## config.mk

```make
export PLATFORM = sky130hd
export DESIGN_NAME = ascon_tag_verify
export DESIGN_NICKNAME = d
export VERILOG_FILES = /design/src/rtl/ascon_pkg.sv /design/src/rtl/ascon_rise_detect.sv /design/src/rtl/ascon_tag_verify.sv
export SDC_FILE = /design/constraint.sdc
export NUM_CORES = 1
export LEC_CHECK = 0
export BUFFER_PORTS_ARGS = -buffer_cell sky130_fd_sc_hd__buf_2
export CORE_MARGIN = 10
export CORE_UTILIZATION = 50
export CTS_CLUSTER_SIZE = 16
export DETAILED_ROUTE_END_ITERATION = 12
export HOLD_SLACK_MARGIN = 0.1
export PLACE_DENSITY_LB_ADDON = 0.15
export SLEW_MARGIN = 20
export SYNTH_ARGS = -nofsm -noshare
export SYNTH_HDL_FRONTEND = slang
export SYNTH_SLANG_ARGS = --single-unit
```

## constraint.sdc

```tcl
create_clock -name clk -period 25.1 [get_ports clk]
set_input_delay 2.51 -clock clk [delete_from_list [all_inputs] [get_ports clk]]
set_output_delay 2.51 -clock clk [all_outputs]
set_load 0.05 [all_outputs]
```

## src/rtl/ascon_pkg.sv

```systemverilog
// Shared constants and FSM state type for the Ascon tag-verification stage.
package ascon_pkg;

    localparam int TAG_W     = 128;
    localparam int DEFAULT_W = 32;

    typedef enum logic [1:0] {
        ST_IDLE    = 2'd0,
        ST_COMPARE = 2'd1,
        ST_RELEASE = 2'd2
    } state_t;

endpackage

```

## src/rtl/ascon_rise_detect.sv

```systemverilog
// Registered rising-edge detector: rise is high for the first cycle d is seen high.
module ascon_rise_detect (
    input  logic clk,
    input  logic rst,
    input  logic d,
    output logic rise
);

    logic dr_q;

    always_ff @(posedge clk or posedge rst) begin
        if (rst) begin
            dr_q <= 1'b0;
        end else begin
            dr_q <= d;
        end
    end

    assign rise = d & ~dr_q;

endmodule

```

## src/rtl/ascon_tag_verify.sv

```systemverilog
// Tag verification and gated plaintext release after masked Ascon decryption.
// Define ASCON_TAG_CONST_TIME_EN to always compare all chunks (fixed verdict latency).
module ascon_tag_verify
    import ascon_pkg::*;
#(
    parameter int y = 40,
    parameter int W = DEFAULT_W
) (
    input  logic             clk,
    input  logic             rst,
    input  logic             decryption_ready,
    input  logic [y-1:0]     plain_text,
    input  logic [TAG_W-1:0] tag,
    input  logic [TAG_W-1:0] expected_tag,
    input  logic             pt_ready,
    output logic [y-1:0]     pt_out,
    output logic             pt_valid,
    output logic             verdict_valid,
    output logic             tag_match,
    output logic             busy
);

    localparam int N     = TAG_W / W;
    localparam int IDX_W = (N > 1) ? $clog2(N) : 1;
    localparam logic [IDX_W-1:0] LAST_IDX = IDX_W'(N - 1);

    state_t             state_q, state_d;
    logic               start;
    logic [y-1:0]       pt_q;
    logic [TAG_W-1:0]   tag_q, exp_q;
    logic [IDX_W-1:0]   idx_q;
    logic               diff_q;
    logic               tag_match_q;
    logic               verdict_q;
    logic               chunk_diff, diff_now, last_chunk, finish;
    logic               capture, done, release_done;

    ascon_rise_detect u_rise (
        .clk  (clk),
        .rst  (rst),
        .d    (decryption_ready),
        .rise (start)
    );

    // Tag registers shift left each compare cycle so the active chunk is always the top W bits.
    assign chunk_diff = |(tag_q[TAG_W-1 -: W] ^ exp_q[TAG_W-1 -: W]);
    assign diff_now   = diff_q | chunk_diff;
    assign last_chunk = (idx_q == LAST_IDX);

`ifdef ASCON_TAG_CONST_TIME_EN
    assign finish = last_chunk;
`else
    assign finish = last_chunk | chunk_diff;
`endif

    always_ff @(posedge clk or posedge rst) begin
        if (rst) begin
            state_q <= ST_IDLE;
        end else begin
            state_q <= state_d;
        end
    end

    always_comb begin
        state_d      = state_q;
        capture      = 1'b0;
        done         = 1'b0;
        release_done = 1'b0;
        case (state_q)
            ST_IDLE: begin
                if (start) begin
                    capture = 1'b1;
                    state_d = ST_COMPARE;
                end
            end
            ST_COMPARE: begin
                if (finish) begin
                    done    = 1'b1;
                    state_d = diff_now ? ST_IDLE : ST_RELEASE;
                end
            end
            ST_RELEASE: begin
                if (pt_ready) begin
                    release_done = 1'b1;
                    state_d      = ST_IDLE;
                end
            end
            default: state_d = ST_IDLE;
        endcase
    end

    // Secrets are wiped as soon as they are no longer needed: tags at the verdict,
    // plaintext on a failed verdict or once the consumer has taken it.
    always_ff @(posedge clk or posedge rst) begin
        if (rst) begin
            pt_q        <= '0;
            tag_q       <= '0;
            exp_q       <= '0;
            idx_q       <= '0;
            diff_q      <= 1'b0;
            tag_match_q <= 1'b0;
            verdict_q   <= 1'b0;
        end else begin
            verdict_q <= 1'b0;
            if (capture) begin
                pt_q        <= plain_text;
                tag_q       <= tag;
                exp_q       <= expected_tag;
                idx_q       <= '0;
                diff_q      <= 1'b0;
                tag_match_q <= 1'b0;
            end else if (done) begin
                verdict_q   <= 1'b1;
                tag_match_q <= ~diff_now;
                tag_q       <= '0;
                exp_q       <= '0;
                idx_q       <= '0;
                diff_q      <= 1'b0;
                if (diff_now) begin
                    pt_q <= '0;
                end
            end else if (state_q == ST_COMPARE) begin
                tag_q  <= tag_q << W;
                exp_q  <= exp_q << W;
                idx_q  <= idx_q + IDX_W'(1);
                diff_q <= diff_now;
            end else if (release_done) begin
                pt_q <= '0;
            end
        end
    end

    assign busy          = (state_q != ST_IDLE);
    assign pt_valid      = (state_q == ST_RELEASE);
    assign pt_out        = pt_valid ? pt_q : '0;
    assign verdict_valid = verdict_q;
    assign tag_match     = tag_match_q;

endmodule

```

* Yosys cells after proc, flatten, opt, wreduce, memory -nomap -nowiden
Index checks and enable logic that the tools add are counted. Widths: inputs -> output; s select.
Storage, ports and cells: input bits 300, logic and storage cells 65, bits in registers 304, output and inout bits 44
Cells by class: add/sub/neg operators 1, equal/unequal tests 8, reduce and logical (&&, ||, !) cells 8, bitwise operators 6, multiplexer cells 33
Operator list (number):
- $mux 128 | 6
- $mux 40 | 6
- $reduce_or 32->1 | 1
- $xor 32x32->32 | 1
- $mux 2 | 7
- $mux 1 | 13
- $ne 2x2->1 const B | 3
- $ne 3x3->1 const B | 2
- $pmux 2 s3 | 1
- $reduce_and 3->1 | 2
- $reduce_bool 3->1 | 2
- $eq 2x2->1 const B | 2
- $reduce_bool 2->1 | 2
- $add 2x1->2 const B | 1
- $eq 2x1->1 const B | 1
- $logic_not 2->1 | 1
- $not 1->1 | 2
- $or 1x1->1 | 2
- $and 1x1->1 | 1

* Longest topological paths before layout
depth after elaboration 7, mapped depth 8, mapped depth without buffers 6

* By module
A second synthesis with hierarchy kept.
Unflattened totals: cells, all modules 1385, area, all modules 13550.5 um^2
By module, submodules not included:
- ascon_tag_verify | sequential area each 7582.3 um^2, cells each 1382, area an instance 13508.0 um^2, times used 1
- ascon_rise_detect | sequential area each 25.0 um^2, cells each 3, area an instance 42.5 um^2, times used 1

* Worst setup path before layout
Ideal clock, no wire load.
path type flip-flop to output port, start point register state_q[0], end point output port pt_out[30], arrival time 1776 ps, slack 20814 ps, buffers on the path 1, data required time 22590 ps, stages on the path, launching flop included 4, cells stage by stage dfrtp_1 -> nor2b_1 -> clkbuf_1 -> and2_1
Between the ends: word-level cells in the longest chain between the ends 2
Ends and longest elaborated chain:
- from (decl) | line ascon_tag_verify.sv:27 | state_t state_q, state_d;
- from (signal assigned) | line ascon_tag_verify.sv:60 | state_q <= state_d;
- $eq 2x2->1 | line ascon_tag_verify.sv:134 | assign pt_valid = (state_q == ST_RELEASE);
- net pt_valid | line ascon_tag_verify.sv:17 | output logic pt_valid,
- $mux 40 | line ascon_tag_verify.sv:135 | assign pt_out = pt_valid ? pt_q : '0;
- to (decl) | line ascon_tag_verify.sv:16 | output logic [y-1:0] pt_out,
The timed path passes the listed nets, and every way through them passes these cells.

* Worst setup path in the final report
start point input port decryption_ready, end point register tag_q[31]
Between the ends: word-level cells in the longest chain between the ends 4, elaborated cells on any way between the ends 5, those cells by class mux: 3; bitwise: 1; reduce/logical: 1
Ends and longest elaborated chain:
- from (decl) | line ascon_tag_verify.sv:11 | input logic decryption_ready,
- $and 1x1->1 * | line ascon_rise_detect.sv:19 | assign rise = d & ~dr_q;
- $mux 1 * | line ascon_tag_verify.sv:71 | if (start) begin
- $mux 1 * | line ascon_tag_verify.sv:69 | case (state_q)
- $reduce_bool 3->1 (no line) or $mux 128 (tied branches)
- to (signal assigned) | line ascon_tag_verify.sv:107 | tag_q <= tag;
- to (signal assigned) | line ascon_tag_verify.sv:123 | tag_q <= tag_q << W;
- to (decl) | line ascon_tag_verify.sv:30 | logic [TAG_W-1:0] tag_q, exp_q;
Mark *: on every way between the ends. The rest lies on a longest branch, timed or not. A chain may end at the register's enable or synchronous reset.

==> impl_metrics.json <==
{
  "timing.fmax_ghz": 0.196,
  "finish.net_count": 1993,
  "setup.worst_path.class": "in2reg",
  "timing.final.crit_share_pct": 20.3,
  "port_buffers": 343,
  "synth_sequential_area_ratio_pct": 57.3,
  "clk_path_buf_depth": 3,
  "detailedPlacementHpwl_um": 27500,
  "io_count": 344,
  "ys_types": 31,
  "drt_drc_violations_left": 0,
  "first_global_vias": 11730,
  "cts.repair.resized": 0,
  "cts.sink_count": 304,
  "synth_warnings": 0,
  "synth_flop_cell": "dfrtp_1",
  "hold_path_class": "reg2reg",
  "cts_made_buffers": 34,
  "timing.slew.headroom_pct": 28.6,
  "tritoncts_clock_tree": "yes",
  "wire_length_of_the_first_global_routing_pass_um": 64100,
  "global_route.overflow_total": 0,
  "max_slew.worst_pin.slew_ns": 1.07,
  "via_count": 11496,
  "wl_um": 40900,
  "power_per_cell_area_nw_per_um2": 77.7,
  "die_x_um": 183,
  "routedWlPerCell_um": 19.9,
  "p_leak_nw": 8.06,
  "cell_internal_pwr_mw": 0.928,
  "placement_rows": 59,
  "post_synth_instance_area_um2": 13300,
  "power_switching_share_pct": 26.4,
  "post-place-ws_ns": 19.50,
  "arrival_ns": 5.54,
  "tns_ns": 0,
  "synthesis.nets": 1720,
  "fin_ws_ns": 20.00,
  "run_status": "complete, no violations",
  "clk_transition_reported_paths_ns": 0.06,
  "p_switching_mw": 0.332,
  "post-synth-top-count-cell": "nor2_1",
  "rsz0062_at_grt": "no",
  "cts.repair_timing.setup_buffer_count": 0,
  "setup_viol_count_final": 0,
  "drt-pass1-iter-count": 4,
  "route.detailed.vias_per_inst": 5.60,
  "synthCells": 1419,
  "hold-worst-slack_ns": 0.499,
  "max_cap_violations": 0,
  "layout-drive-gt1-share_pct": 24.5,
  "crit_path_max_fanout": 94,
  "yosys-top-cells-count": "nor2_1 (386), dfrtp_1 (304), a221oi_1 (192)",
  "clock_insertion_delay_worst_skew_ns": 0.50,
  "worst-endpoint-required_ns": 25.54,
  "cts-root-buf": "clkbuf_16",
  "synth_top_area_cell": "dfrtp_1",
  "vdd_ir_drop_max_mv": 0.0513,
  "core_area_um2": 26100,
  "floorplan.initialDensity_pct": 50.8,
  "ys_seq_elements": 304,
  "critPathLaunchType": "input pin",
  "share_clk_of_total_power_pct": 38.8,
  "antenna_found_initial": 5,
  "die_boundary_height_um": 183,
  "timing.critical_path.to_type": "register",
  "iteration_0_drc_count_of_the_detailed_router": 1287,
  "synth.top_cell.area_share_pct": 57.3,
  "antenna_violating_nets_post_route": 0,
  "post_synth_main_area_contributors": "dfrtp_1 (57%), a221oi_1 (13%), nor2_1 (11%), nand2_1 (4.8%), clkbuf_1 (2.5%)",
  "power.combinational.fraction_pct": 12.9,
  "pin_count_of_the_biggest_net_entering_global_routing": 203,
  "post_synth.cell_area_avg_um2": 9.36,
  "cts_hold_buffers": 0,
  "place.gp.congestion": 0.823,
  "htreeDepth": 2,
  "finalHoldViolCount": 0,
  "fin_skew_ns": 0.00979,
  "grt.total_usage_pct": 23.6,
  "share_seq_of_total_power_pct": 48.4,
  "floorplan.die_area_um2": 33500,
  "final-max-slew-violation-count": 0,
  "area_added_between_synthesis_and_finish_pct": 22.1,
  "synth_edf_count": 0,
  "asyncSetResetFlopFracSynth_pct": 100,
  "min_period_ns": 5.10
}
-- metal layers --
layer  vias to the layer above  wire length [µm]  global-route usage, %
li1                       5434                 -                      -
met1                      5598             17300                   31.4
met2                       407             19500                   37.5
met3                        53              3110                   6.09
met4                         4               871                   7.05
met5                         -                23                      0
-- registers in the layout, indices dropped and copies added (netlist names) --
name and flops:
exp_q 128, tag_q 128, pt_q 40, idx_q 2
state_q 2, diff_q 1, tag_match 1, u_rise.dr_q 1
verdict_valid 1
-- cells by family after synthesis --
group | share of synthesized area, %
AND/OR/NAND/NOR | 21.3
flip-flops | 57.3
AO/OA/AOI/OAI | 14.4
buffers and inverters | 4.77
XOR/XNOR | 2.11
multiplexers | 0.0753
adder cells (fa/ha/maj) | 0.0941
-- cell type report --
| cell class | count | area, µm² |
|---|---|---|
| tap | 335 | 419 |
| timing repair buffer | 357 | 1830 |
| clock buffer | 54 | 1080 |
| clock inverter | 6 | 30.0 |
| inverter | 43 | 169 |
| antenna | 2 | 5.00 |
| sequential | 304 | 7610 |
| multi-input combinational | 952 | 5070 |
| fill | 2300 | 9910 |
-- power groups by stage --
stage	clock (mW)	sequential [mW]	combinational, mW
6_report	0.489	0.610	0.162
5_1_grt	0.518	0.616	0.186
4_1_cts	0.497	0.609	0.164
3_5_place_dp	0	0.618	0.163
2_1_floorplan	0	0.595	0.115
3_3_place_gp	0	0.616	0.158
-- metrics by stage --
stage,utilization (%),cell area (µm²),power [mW],instances
finish,62.1,16200,1.26,2053
global route,62.1,16200,1.32,2053
CTS,62.0,16200,1.27,2051
detailed placement,57.8,15100,0.780,1991
global placement,57.8,15100,0.774,1991
floorplan,-,13300,0.710,1419
-- worst max-delay path, stage by stage --
cell and delay, ns:
buf_2 0.11, or3b_4 0.21, buf_4 0.64, buf_4 0.82
buf_4 0.86, nand3_1 0.16, nand2_1 0.12
-- placed cells by master (no fill, tap or decap) --
cell type    n
buf_4       13
clkinv_2     6
nor2_1     386
a31o_2       1
or2_2        2
inv_1       42
or3b_4       1
a221oi_1   192
and2_1      40
nor3b_2      1
clkbuf_8     9
buf_2      343
xor2_1      32
nand3b_1     1
nand2_1    170
ha_1         1
nor4_1       7
nor2b_4      1
nor2b_1      1
a21o_1       1
buf_12       1
a31oi_2      1
nand4_1      1
nor4_4       1
clkbuf_16   37
o31ai_1      1
mux2i_1      1
nand4b_1     1
diode_2      2
nor4_2       2
clkbuf_1     8
and3_1       1
a22oi_1      1
nand3_1     64
nand2b_4     1
inv_8        1
dfrtp_1    304
o21ai_0     40
-- final timing paths --
check                           cells after the start  slack [ns]         to              from
worst max-delay path                                7       20.00  tag_q[31]  decryption_ready
worst min-delay path                                2        0.50   tag_q[6]          tag_q[6]
worst max register to register                      7       21.51  tag_q[31]        state_q[0]
worst min register to register                      2        0.50   tag_q[6]          tag_q[6]
max in group asynchronous                           4       20.74  tag_q[56]               rst
min in group asynchronous                           2        2.19    pt_q[8]               rst
No activity file was read; power rests on OpenSTA's default activity.
